## config.mk

```make
export PLATFORM = sky130hd
export DESIGN_NAME = panel_wr_arbiter_flat
export DESIGN_NICKNAME = d
export VERILOG_FILES = /design/src/rtl/panel_pkg.sv /design/src/rtl/panel_wr_arbiter_if.sv /design/src/rtl/panel_wr_arbiter_rr_pick.sv /design/src/rtl/panel_wr_arbiter.sv /design/src/flat_wrapper.sv
export SDC_FILE = /design/constraint.sdc
export NUM_CORES = 1
export LEC_CHECK = 0
export CAP_MARGIN = 20
export CORE_ASPECT_RATIO = 0.75
export CORE_UTILIZATION = 38
export CTS_CLUSTER_SIZE = 16
export DETAILED_ROUTE_END_ITERATION = 10
export PLACE_DENSITY = 0.77
export SETUP_SLACK_MARGIN = 0.2
export SYNTH_ARGS = -nofsm -noshare
export SYNTH_HDL_FRONTEND = slang
export SYNTH_SLANG_ARGS = --single-unit
```

## constraint.sdc

```tcl
create_clock -name display_clock -period 1.7 [get_ports display_clock]
set_input_delay 0.255 -clock display_clock [delete_from_list [all_inputs] [get_ports display_clock]]
set_output_delay 0.255 -clock display_clock [all_outputs]
set_load 0.02 [all_outputs]
```

## src/rtl/panel_pkg.sv

```systemverilog
// Shared panel constants: geometry, RGB565 field layout and the arbiter state type.
package panel_pkg;

  localparam int unsigned PANEL_WIDTH  = 64;
  localparam int unsigned PANEL_HEIGHT = 32;
  localparam int unsigned PIXEL_COUNT  = PANEL_WIDTH * PANEL_HEIGHT;

  localparam int unsigned PIXEL_W   = 16;
  localparam int unsigned RED_LSB   = 0;
  localparam int unsigned GREEN_LSB = 5;
  localparam int unsigned BLUE_LSB  = 11;
  localparam int unsigned RED_W     = GREEN_LSB - RED_LSB;
  localparam int unsigned GREEN_W   = BLUE_LSB - GREEN_LSB;
  localparam int unsigned BLUE_W    = PIXEL_W - BLUE_LSB;

  typedef struct packed {
    logic [BLUE_W-1:0]  blue;
    logic [GREEN_W-1:0] green;
    logic [RED_W-1:0]   red;
  } pixel_t;

  typedef enum logic {
    ST_IDLE  = 1'b0,
    ST_BURST = 1'b1
  } arb_state_t;

endpackage

```

## src/rtl/panel_wr_arbiter_if.sv

```systemverilog
// Requester burst handshake plus the panel write port, shared by requesters and arbiter.
interface panel_wr_arbiter_if #(
  parameter int unsigned NUM_REQ = 2,
  parameter int unsigned ADDR_W  = 16,
  parameter int unsigned DATA_W  = 16
);
  logic [NUM_REQ-1:0]        req_valid;
  logic [NUM_REQ-1:0]        req_ready;
  logic [NUM_REQ-1:0]        req_last;
  logic [NUM_REQ*ADDR_W-1:0] req_addr;
  logic [NUM_REQ*DATA_W-1:0] req_data;
  logic                      ctrl_en;
  logic [ADDR_W-1:0]         ctrl_addr;
  logic [DATA_W-1:0]         ctrl_wdat;

  modport master (
    output req_valid, req_last, req_addr, req_data,
    input  req_ready, ctrl_en, ctrl_addr, ctrl_wdat
  );

  modport slave (
    input  req_valid, req_last, req_addr, req_data,
    output req_ready, ctrl_en, ctrl_addr, ctrl_wdat
  );
endinterface

```

## src/rtl/panel_wr_arbiter_rr_pick.sv

```systemverilog
// Rotating-priority encoder: first set request after last_owner, wrapping.
module rr_pick #(
  parameter int unsigned NUM_REQ = 2
) (
  input  logic [NUM_REQ-1:0]         req,
  input  logic [$clog2(NUM_REQ)-1:0] last_owner,
  output logic                       found,
  output logic [$clog2(NUM_REQ)-1:0] index
);
  localparam int unsigned ID_W = $clog2(NUM_REQ);

  always_comb begin
    found = 1'b0;
    index = '0;
    for (int k = 1; k <= int'(NUM_REQ); k++) begin
      if (!found && req[ID_W'((int'(last_owner) + k) % int'(NUM_REQ))]) begin
        found = 1'b1;
        index = ID_W'((int'(last_owner) + k) % int'(NUM_REQ));
      end
    end
  end
endmodule

```

## src/rtl/panel_wr_arbiter.sv

```systemverilog
// Round-robin burst arbiter for the panel video-memory write port.
// Define PANEL_ARB_STATS_EN to add saturating beat/drop/timeout statistics outputs.
module panel_wr_arbiter #(
  parameter int unsigned NUM_REQ      = 2,
  parameter int unsigned ADDR_W       = 16,
  parameter int unsigned DATA_W       = 16,
  parameter int unsigned PIXEL_COUNT  = panel_pkg::PIXEL_COUNT,
  parameter int unsigned MAX_BURST    = 64,
  parameter int unsigned IDLE_TIMEOUT = 16
) (
  input  logic                       display_clock,
  input  logic                       reset,
  panel_wr_arbiter_if.slave          bus,
  output logic [$clog2(NUM_REQ)-1:0] grant_id,
  output logic                       drop_pulse
`ifdef PANEL_ARB_STATS_EN
  ,
  output logic [NUM_REQ*32-1:0]      stat_beats,
  output logic [31:0]                stat_drops,
  output logic [NUM_REQ*16-1:0]      stat_timeouts
`endif
);
  import panel_pkg::*;

  localparam int unsigned ID_W    = $clog2(NUM_REQ);
  localparam int unsigned BEAT_W  = $clog2(MAX_BURST + 1);
  localparam int unsigned STALL_W = $clog2(IDLE_TIMEOUT + 1);
  localparam int unsigned LIM_W   = ADDR_W + 1;
  localparam logic [LIM_W-1:0] ADDR_LIM = LIM_W'(PIXEL_COUNT);

  arb_state_t          state_q, state_d;
  logic [ID_W-1:0]     owner_q, owner_d;
  logic [ID_W-1:0]     last_owner_q, last_owner_d;
  logic [ID_W-1:0]     grant_id_q, grant_id_d;
  logic [BEAT_W-1:0]   beat_cnt_q, beat_cnt_d;
  logic [STALL_W-1:0]  stall_cnt_q, stall_cnt_d;
  logic                ctrl_en_q, ctrl_en_d;
  logic [ADDR_W-1:0]   ctrl_addr_q, ctrl_addr_d;
  logic [DATA_W-1:0]   ctrl_wdat_q, ctrl_wdat_d;
  logic                drop_q, drop_d;

  logic                pick_found_c;
  logic [ID_W-1:0]     pick_idx_c;
  logic [NUM_REQ-1:0]  ready_c;
  logic                own_valid_c, own_last_c;
  logic [ADDR_W-1:0]   own_addr_c;
  logic [DATA_W-1:0]   own_data_c;
  logic                xfer_c, addr_ok_c, timeout_c;
  logic [BEAT_W-1:0]   beat_inc_c;
  logic [STALL_W-1:0]  stall_inc_c;

  rr_pick #(.NUM_REQ(NUM_REQ)) u_pick (
    .req        (bus.req_valid),
    .last_owner (last_owner_q),
    .found      (pick_found_c),
    .index      (pick_idx_c)
  );

  // Owner's lane of the packed request buses; everyone else is ignored.
  always_comb begin
    own_valid_c = 1'b0;
    own_last_c  = 1'b0;
    own_addr_c  = '0;
    own_data_c  = '0;
    ready_c     = '0;
    for (int i = 0; i < int'(NUM_REQ); i++) begin
      if (ID_W'(i) == owner_q) begin
        own_valid_c = bus.req_valid[i];
        own_last_c  = bus.req_last[i];
        own_addr_c  = bus.req_addr[i*ADDR_W +: ADDR_W];
        own_data_c  = bus.req_data[i*DATA_W +: DATA_W];
        ready_c[i]  = (state_q == ST_BURST);
      end
    end
    xfer_c      = (state_q == ST_BURST) && own_valid_c;
    addr_ok_c   = {1'b0, own_addr_c} < ADDR_LIM;
    beat_inc_c  = beat_cnt_q + BEAT_W'(1);
    stall_inc_c = (stall_cnt_q == STALL_W'(IDLE_TIMEOUT)) ? stall_cnt_q
                                                          : stall_cnt_q + STALL_W'(1);
    timeout_c   = (state_q == ST_BURST) && !own_valid_c
                  && (stall_inc_c == STALL_W'(IDLE_TIMEOUT));
  end

  always_comb begin
    state_d      = state_q;
    owner_d      = owner_q;
    last_owner_d = last_owner_q;
    grant_id_d   = grant_id_q;
    beat_cnt_d   = beat_cnt_q;
    stall_cnt_d  = stall_cnt_q;
    ctrl_en_d    = 1'b0;
    ctrl_addr_d  = ctrl_addr_q;
    ctrl_wdat_d  = ctrl_wdat_q;
    drop_d       = 1'b0;
    case (state_q)
      ST_IDLE: begin
        if (pick_found_c) begin
          state_d     = ST_BURST;
          owner_d     = pick_idx_c;
          grant_id_d  = pick_idx_c;
          beat_cnt_d  = '0;
          stall_cnt_d = '0;
        end
      end
      ST_BURST: begin
        if (xfer_c) begin
          beat_cnt_d  = beat_inc_c;
          stall_cnt_d = '0;
          if (addr_ok_c) begin
            ctrl_en_d   = 1'b1;
            ctrl_addr_d = own_addr_c;
            ctrl_wdat_d = own_data_c;
          end else begin
            drop_d = 1'b1;
          end
          if (own_last_c || (beat_inc_c == BEAT_W'(MAX_BURST))) begin
            state_d      = ST_IDLE;
            last_owner_d = owner_q;
          end
        end else begin
          stall_cnt_d = stall_inc_c;
          if (timeout_c) begin
            state_d      = ST_IDLE;
            last_owner_d = owner_q;
          end
        end
      end
      default: state_d = ST_IDLE;
    endcase
  end

  always_ff @(posedge display_clock) begin
    if (reset) begin
      state_q      <= ST_IDLE;
      owner_q      <= '0;
      last_owner_q <= ID_W'(NUM_REQ - 1);
      grant_id_q   <= '0;
      beat_cnt_q   <= '0;
      stall_cnt_q  <= '0;
      ctrl_en_q    <= 1'b0;
      ctrl_addr_q  <= '0;
      ctrl_wdat_q  <= '0;
      drop_q       <= 1'b0;
    end else begin
      state_q      <= state_d;
      owner_q      <= owner_d;
      last_owner_q <= last_owner_d;
      grant_id_q   <= grant_id_d;
      beat_cnt_q   <= beat_cnt_d;
      stall_cnt_q  <= stall_cnt_d;
      ctrl_en_q    <= ctrl_en_d;
      ctrl_addr_q  <= ctrl_addr_d;
      ctrl_wdat_q  <= ctrl_wdat_d;
      drop_q       <= drop_d;
    end
  end

  assign bus.req_ready = ready_c;
  assign bus.ctrl_en   = ctrl_en_q;
  assign bus.ctrl_addr = ctrl_addr_q;
  assign bus.ctrl_wdat = ctrl_wdat_q;
  assign grant_id      = grant_id_q;
  assign drop_pulse    = drop_q;

`ifdef PANEL_ARB_STATS_EN
  logic [NUM_REQ-1:0][31:0] stat_beats_q, stat_beats_d;
  logic [31:0]              stat_drops_q, stat_drops_d;
  logic [NUM_REQ-1:0][15:0] stat_timeouts_q, stat_timeouts_d;

  // Saturating counters, attributed to the current owner.
  always_comb begin
    stat_beats_d    = stat_beats_q;
    stat_drops_d    = stat_drops_q;
    stat_timeouts_d = stat_timeouts_q;
    for (int i = 0; i < int'(NUM_REQ); i++) begin
      if (ID_W'(i) == owner_q) begin
        if (xfer_c && (stat_beats_q[i] != '1)) stat_beats_d[i] = stat_beats_q[i] + 32'd1;
        if (timeout_c && (stat_timeouts_q[i] != '1)) stat_timeouts_d[i] = stat_timeouts_q[i] + 16'd1;
      end
    end
    if (xfer_c && !addr_ok_c && (stat_drops_q != '1)) stat_drops_d = stat_drops_q + 32'd1;
  end

  always_ff @(posedge display_clock) begin
    if (reset) begin
      stat_beats_q    <= '0;
      stat_drops_q    <= '0;
      stat_timeouts_q <= '0;
    end else begin
      stat_beats_q    <= stat_beats_d;
      stat_drops_q    <= stat_drops_d;
      stat_timeouts_q <= stat_timeouts_d;
    end
  end

  assign stat_beats    = stat_beats_q;
  assign stat_drops    = stat_drops_q;
  assign stat_timeouts = stat_timeouts_q;
`endif
endmodule

```

## src/flat_wrapper.sv

```systemverilog
// flat-port wrapper written by rule: the top's interface ports become plain ports
module panel_wr_arbiter_flat import panel_pkg::*;
#(
  parameter int unsigned NUM_REQ      = 2,
  parameter int unsigned ADDR_W       = 16,
  parameter int unsigned DATA_W       = 16,
  parameter int unsigned PIXEL_COUNT  = panel_pkg::PIXEL_COUNT,
  parameter int unsigned MAX_BURST    = 64,
  parameter int unsigned IDLE_TIMEOUT = 16
)
  (display_clock, reset, grant_id, drop_pulse, bus_req_valid, bus_req_last, bus_req_addr, bus_req_data, bus_req_ready, bus_ctrl_en, bus_ctrl_addr, bus_ctrl_wdat);
  panel_wr_arbiter_if #(.NUM_REQ(NUM_REQ), .ADDR_W(ADDR_W), .DATA_W(DATA_W)) bus_i ();
  input  logic display_clock;
  input  logic reset;
  output logic [$clog2(NUM_REQ)-1:0] grant_id;
  output logic drop_pulse;
  input wire logic [$bits(bus_i.req_valid)-1:0] bus_req_valid;
  input wire logic [$bits(bus_i.req_last)-1:0] bus_req_last;
  input wire logic [$bits(bus_i.req_addr)-1:0] bus_req_addr;
  input wire logic [$bits(bus_i.req_data)-1:0] bus_req_data;
  output wire logic [$bits(bus_i.req_ready)-1:0] bus_req_ready;
  output wire logic [$bits(bus_i.ctrl_en)-1:0] bus_ctrl_en;
  output wire logic [$bits(bus_i.ctrl_addr)-1:0] bus_ctrl_addr;
  output wire logic [$bits(bus_i.ctrl_wdat)-1:0] bus_ctrl_wdat;
  assign bus_i.req_valid = bus_req_valid;
  assign bus_i.req_last = bus_req_last;
  assign bus_i.req_addr = bus_req_addr;
  assign bus_i.req_data = bus_req_data;
  assign bus_req_ready = bus_i.req_ready;
  assign bus_ctrl_en = bus_i.ctrl_en;
  assign bus_ctrl_addr = bus_i.ctrl_addr;
  assign bus_ctrl_wdat = bus_i.ctrl_wdat;
  panel_wr_arbiter #(.NUM_REQ(NUM_REQ), .ADDR_W(ADDR_W), .DATA_W(DATA_W), .PIXEL_COUNT(PIXEL_COUNT), .MAX_BURST(MAX_BURST), .IDLE_TIMEOUT(IDLE_TIMEOUT)) u_core (.display_clock(display_clock), .reset(reset), .bus(bus_i), .grant_id(grant_id), .drop_pulse(drop_pulse));
endmodule
```

==> results.py <==
metrics = {
    "global_route": {
        "grt_pass1_wl_um": 10700,
        "grt.total_usage": 0.202,
        "grt_start_max_net_pins": 18,
        "antenna_found_initial": 0,
        "grt_pass1_vias": 2254,
        "grt-ovfl-total": 0,
    },
    "placement": {
        "portBuffers": 106,
        "routabilityCongestion": 0.822,
        "hpwl_um": 4970,
    },
    "drt": {
        "totalWireLength_um": 7520,
        "routed_via_density": 5.08,
        "drtIter0Drc": 84,
        "num_vias": 2453,
        "drtAntennaViolNets": 0,
        "wire_per_inst_um": 15.6,
        "dr.pass1.iters": 5,
        "drc": 0,
    },
    "floorplan": {
        "die_w_um": 94.3,
        "coreArea_um2": 5980,
        "die_h_um": 71.2,
        "io_pins": 107,
        "initial_core_util": 0.406,
        "die_area_um2": 6710,
        "rows": 24,
    },
    "flow_run": {
        "drv_cap": 0,
    },
    "final_layout": {
        "final_util": 0.729,
        "antenna_cells": 0,
        "drive_above_1_share": 0.385,
        "layout_common_cells": "clkdlybuf4s50_1, dfxtp_1, buf_4, dlygate4sd2_1",
        "syn_to_final_growth_pct": 79.5,
        "final_nets": 477,
        "nFillCells": 422,
        "layout_commonest_cell": "clkdlybuf4s50_1",
    },
    "timing": {
        "drv_slew": 0,
        "layout_min_cycle_time_ns": 1.60,
        "finalSetupViolCount": 0,
        "holdWs_ns": 0.310,
        "clock.fmax_mhz": 625,
        "hold_violations": 0,
        "worst_pin_slew_ns": 0.301,
        "min_period_over_period": 0.942,
        "setup_tns_ns": 0,
        "slew_headroom": 0.796,
        "rsz0062_at_grt": "yes",
        "fin_skew_ns": 0.0108,
    },
    "yosys": {
        "ys_ff_latch": 49,
        "synth_cells": 255,
        "synth_compound_area_frac": 0.216,
        "yosysTopAreaCellShare": 0.404,
        "yosys.area_share.simple": 0.180,
        "ys_warn_count": 0,
        "synth_top_family_by_area": "compound AO/OA/AOI/OAI gates",
        "syn-num-nets": 328,
        "synth_xor_xnor_area_share": 0.00722,
        "muxShareOfSynthArea": 0.121,
        "netlist_area_um2": 2430,
        "synthAdderAreaFrac": 0.0155,
        "yosys.area.top_type": "dfxtp_1",
        "syn_area_per_cell_um2": 9.51,
        "yosysSeqAreaShare": 0.404,
        "netlist_top_cells_area": "dfxtp_1, a211oi_2, mux2i_1",
        "synth.distinct_cells": 40,
    },
    "setup_path": {
        "worst_ep_arrival_time_ns": 1.82,
        "cp-end-kind": "register",
        "path_delay_family": "buffers and inverters",
        "critPathMaxFanout": 7,
        "cp.required_ns": 1.92,
        "r2r_setup_slack_ns": 0.11,
        "crit_buf_inv": 2,
        "start_kind": "input pin",
        "cp_cell_sequence": "clkdlybuf4s50_1 -> nor4_4 -> a22o_1 -> and2_4 -> buf_12 -> nor2_1 -> a211oi_2",
        "max_stage_delay_ns": 0.44,
        "worstSetupPathType": "input pin to register",
        "crit_slowest_cell": "clkdlybuf4s50_1",
    },
    "cts": {
        "cts_num_sinks": 49,
        "cts_root_buf": "clkbuf_8",
        "clkTransAtPathRegs_ns": 0.09,
        "cts_tree": "done",
        "clock_latency_ns": 0.30,
        "hold_buffers": 0,
        "clockBufferDepth": 2,
        "htreeDepth": 2,
        "numCtsBuffers": 5,
    },
    "run_status": {
        "outcome": "complete, no violations",
    },
    "power_and_ir_drop": {
        "power_density_nw_per_um2": 549,
        "power_leakage_uw": 0.00176,
        "irDropWorstVdd_mv": 0.336,
    },
    "worst_hold_path": {
        "hold_path.class": "input pin to register",
    },
}
==> metrics by stage <==
| step | instances | total power [uW] | area (um^2) | setup slack [ns] |
|---|---|---|---|---|
| finish | 483 | 2390 | 4360 | 0.0991 |
| global route | 483 | 2500 | 4360 | 0.0260 |
| CTS | 472 | 2350 | 4090 | 0.0815 |
| detailed placement | 448 | 1660 | 3770 | -0.310 |
| global placement | 448 | 1650 | 3770 | -0.247 |
| floorplan | 255 | 1400 | 2510 | 0.0643 |
==> Yosys cell counts (all sizes together) <==
| master | number |
|---|---|
| buf | 9 |
| nand2b | 2 |
| o221ai | 2 |
| and2 | 8 |
| nor4 | 3 |
| o21ai | 7 |
| and3 | 1 |
| or3 | 1 |
| nand3 | 5 |
| inv | 6 |
| nand4bb | 1 |
| a31oi | 1 |
| mux2i | 28 |
| nor4b | 2 |
| nand3b | 2 |
| nor2 | 51 |
| a2111oi | 1 |
| o22ai | 2 |
| a211oi | 30 |
| and4 | 1 |
| a311oi | 1 |
| nand2 | 6 |
| o32a | 1 |
| a21oi | 9 |
| ha | 3 |
| a22o | 1 |
| clkbuf | 8 |
| nor4bb | 1 |
| nor2b | 3 |
| nor3 | 4 |
| o31ai | 1 |
| xnor2 | 2 |
| dfxtp | 49 |
| o41ai | 1 |
| a22oi | 2 |
==> registers in the layout, summed over array words and instances (netlist names) <==
register and flops:
u_core.drop_pulse 1, u_core.bus.ctrl_wdat 16, u_core.state_q 1, u_core.last_owner_q 1, u_core.beat_cnt_q 7, u_core.owner_q 1, u_core.stall_cnt_q 5, u_core.bus.ctrl_en 1
u_core.bus.ctrl_addr 16
==> layer usage <==
metal  GRT usage  vias to the layer above  share of wire
li1            -                     1221              -
met1       0.265                     1143           0.44
met2       0.332                       83           0.48
met3      0.0495                        6          0.075
met4      0.0513                        0         0.0057
met5           0                        -              0
==> worst reg2reg max path: stages, from the launching register on <==
cell and delay, ns:
dfxtp_4 0.41, buf_6 0.12, nor4_4 0.03, a22o_1 0.26, and2_4 0.23, clkbuf_16 0.17
buf_4 0.14, a211oi_2 0.16
==> repair_timing <==
action	CTS	global route
cloned	1	2
hold endpoints to repair	0	0
pin swaps	12	17
endpoints found under the setup margin	72	48
buffers inserted	15	9
gates resized for setup	67	51
==> path summary, 6_finish.rpt <==
path,start,to,cells after the start
worst max-delay path,bus_req_addr[14],u_core.bus.ctrl_wdat[13],7
worst max register to register,u_core.owner_q,u_core.bus.ctrl_addr[2],7
worst min-delay path,reset,u_core.stall_cnt_q[3],2
worst min register to register,u_core.last_owner_q,u_core.owner_q,1
==> kinds of logic after synthesis <==
kind of cell,after synthesis
mux,28
simple gates,91
xor+xnor,2
fa+ha+maj,3
compound gates,59
flops,49
buf+inv,23
==> where the power goes <==
group          total, uW  switching [uW]  internal (uW)
combinational        543             231            312
sequential          1180            19.1           1160
clock                672             386            286
total               2390             636           1760
==> cell type report <==
| cell class | count | area (um^2) | area share |
|---|---|---|---|
| multi-input combinational | 184 | 1630 | 0.373 |
| timing repair buffer | 158 | 1520 | 0.348 |
| inverter | 6 | 27.5 | 0.00632 |
| clock buffer | 5 | 68.8 | 0.0158 |
| sequential | 49 | 1000 | 0.230 |
| tap | 78 | 97.6 | 0.0224 |
| clock inverter | 3 | 16.3 | 0.00373 |
Note: power is estimated with default switching activity, not from simulation.
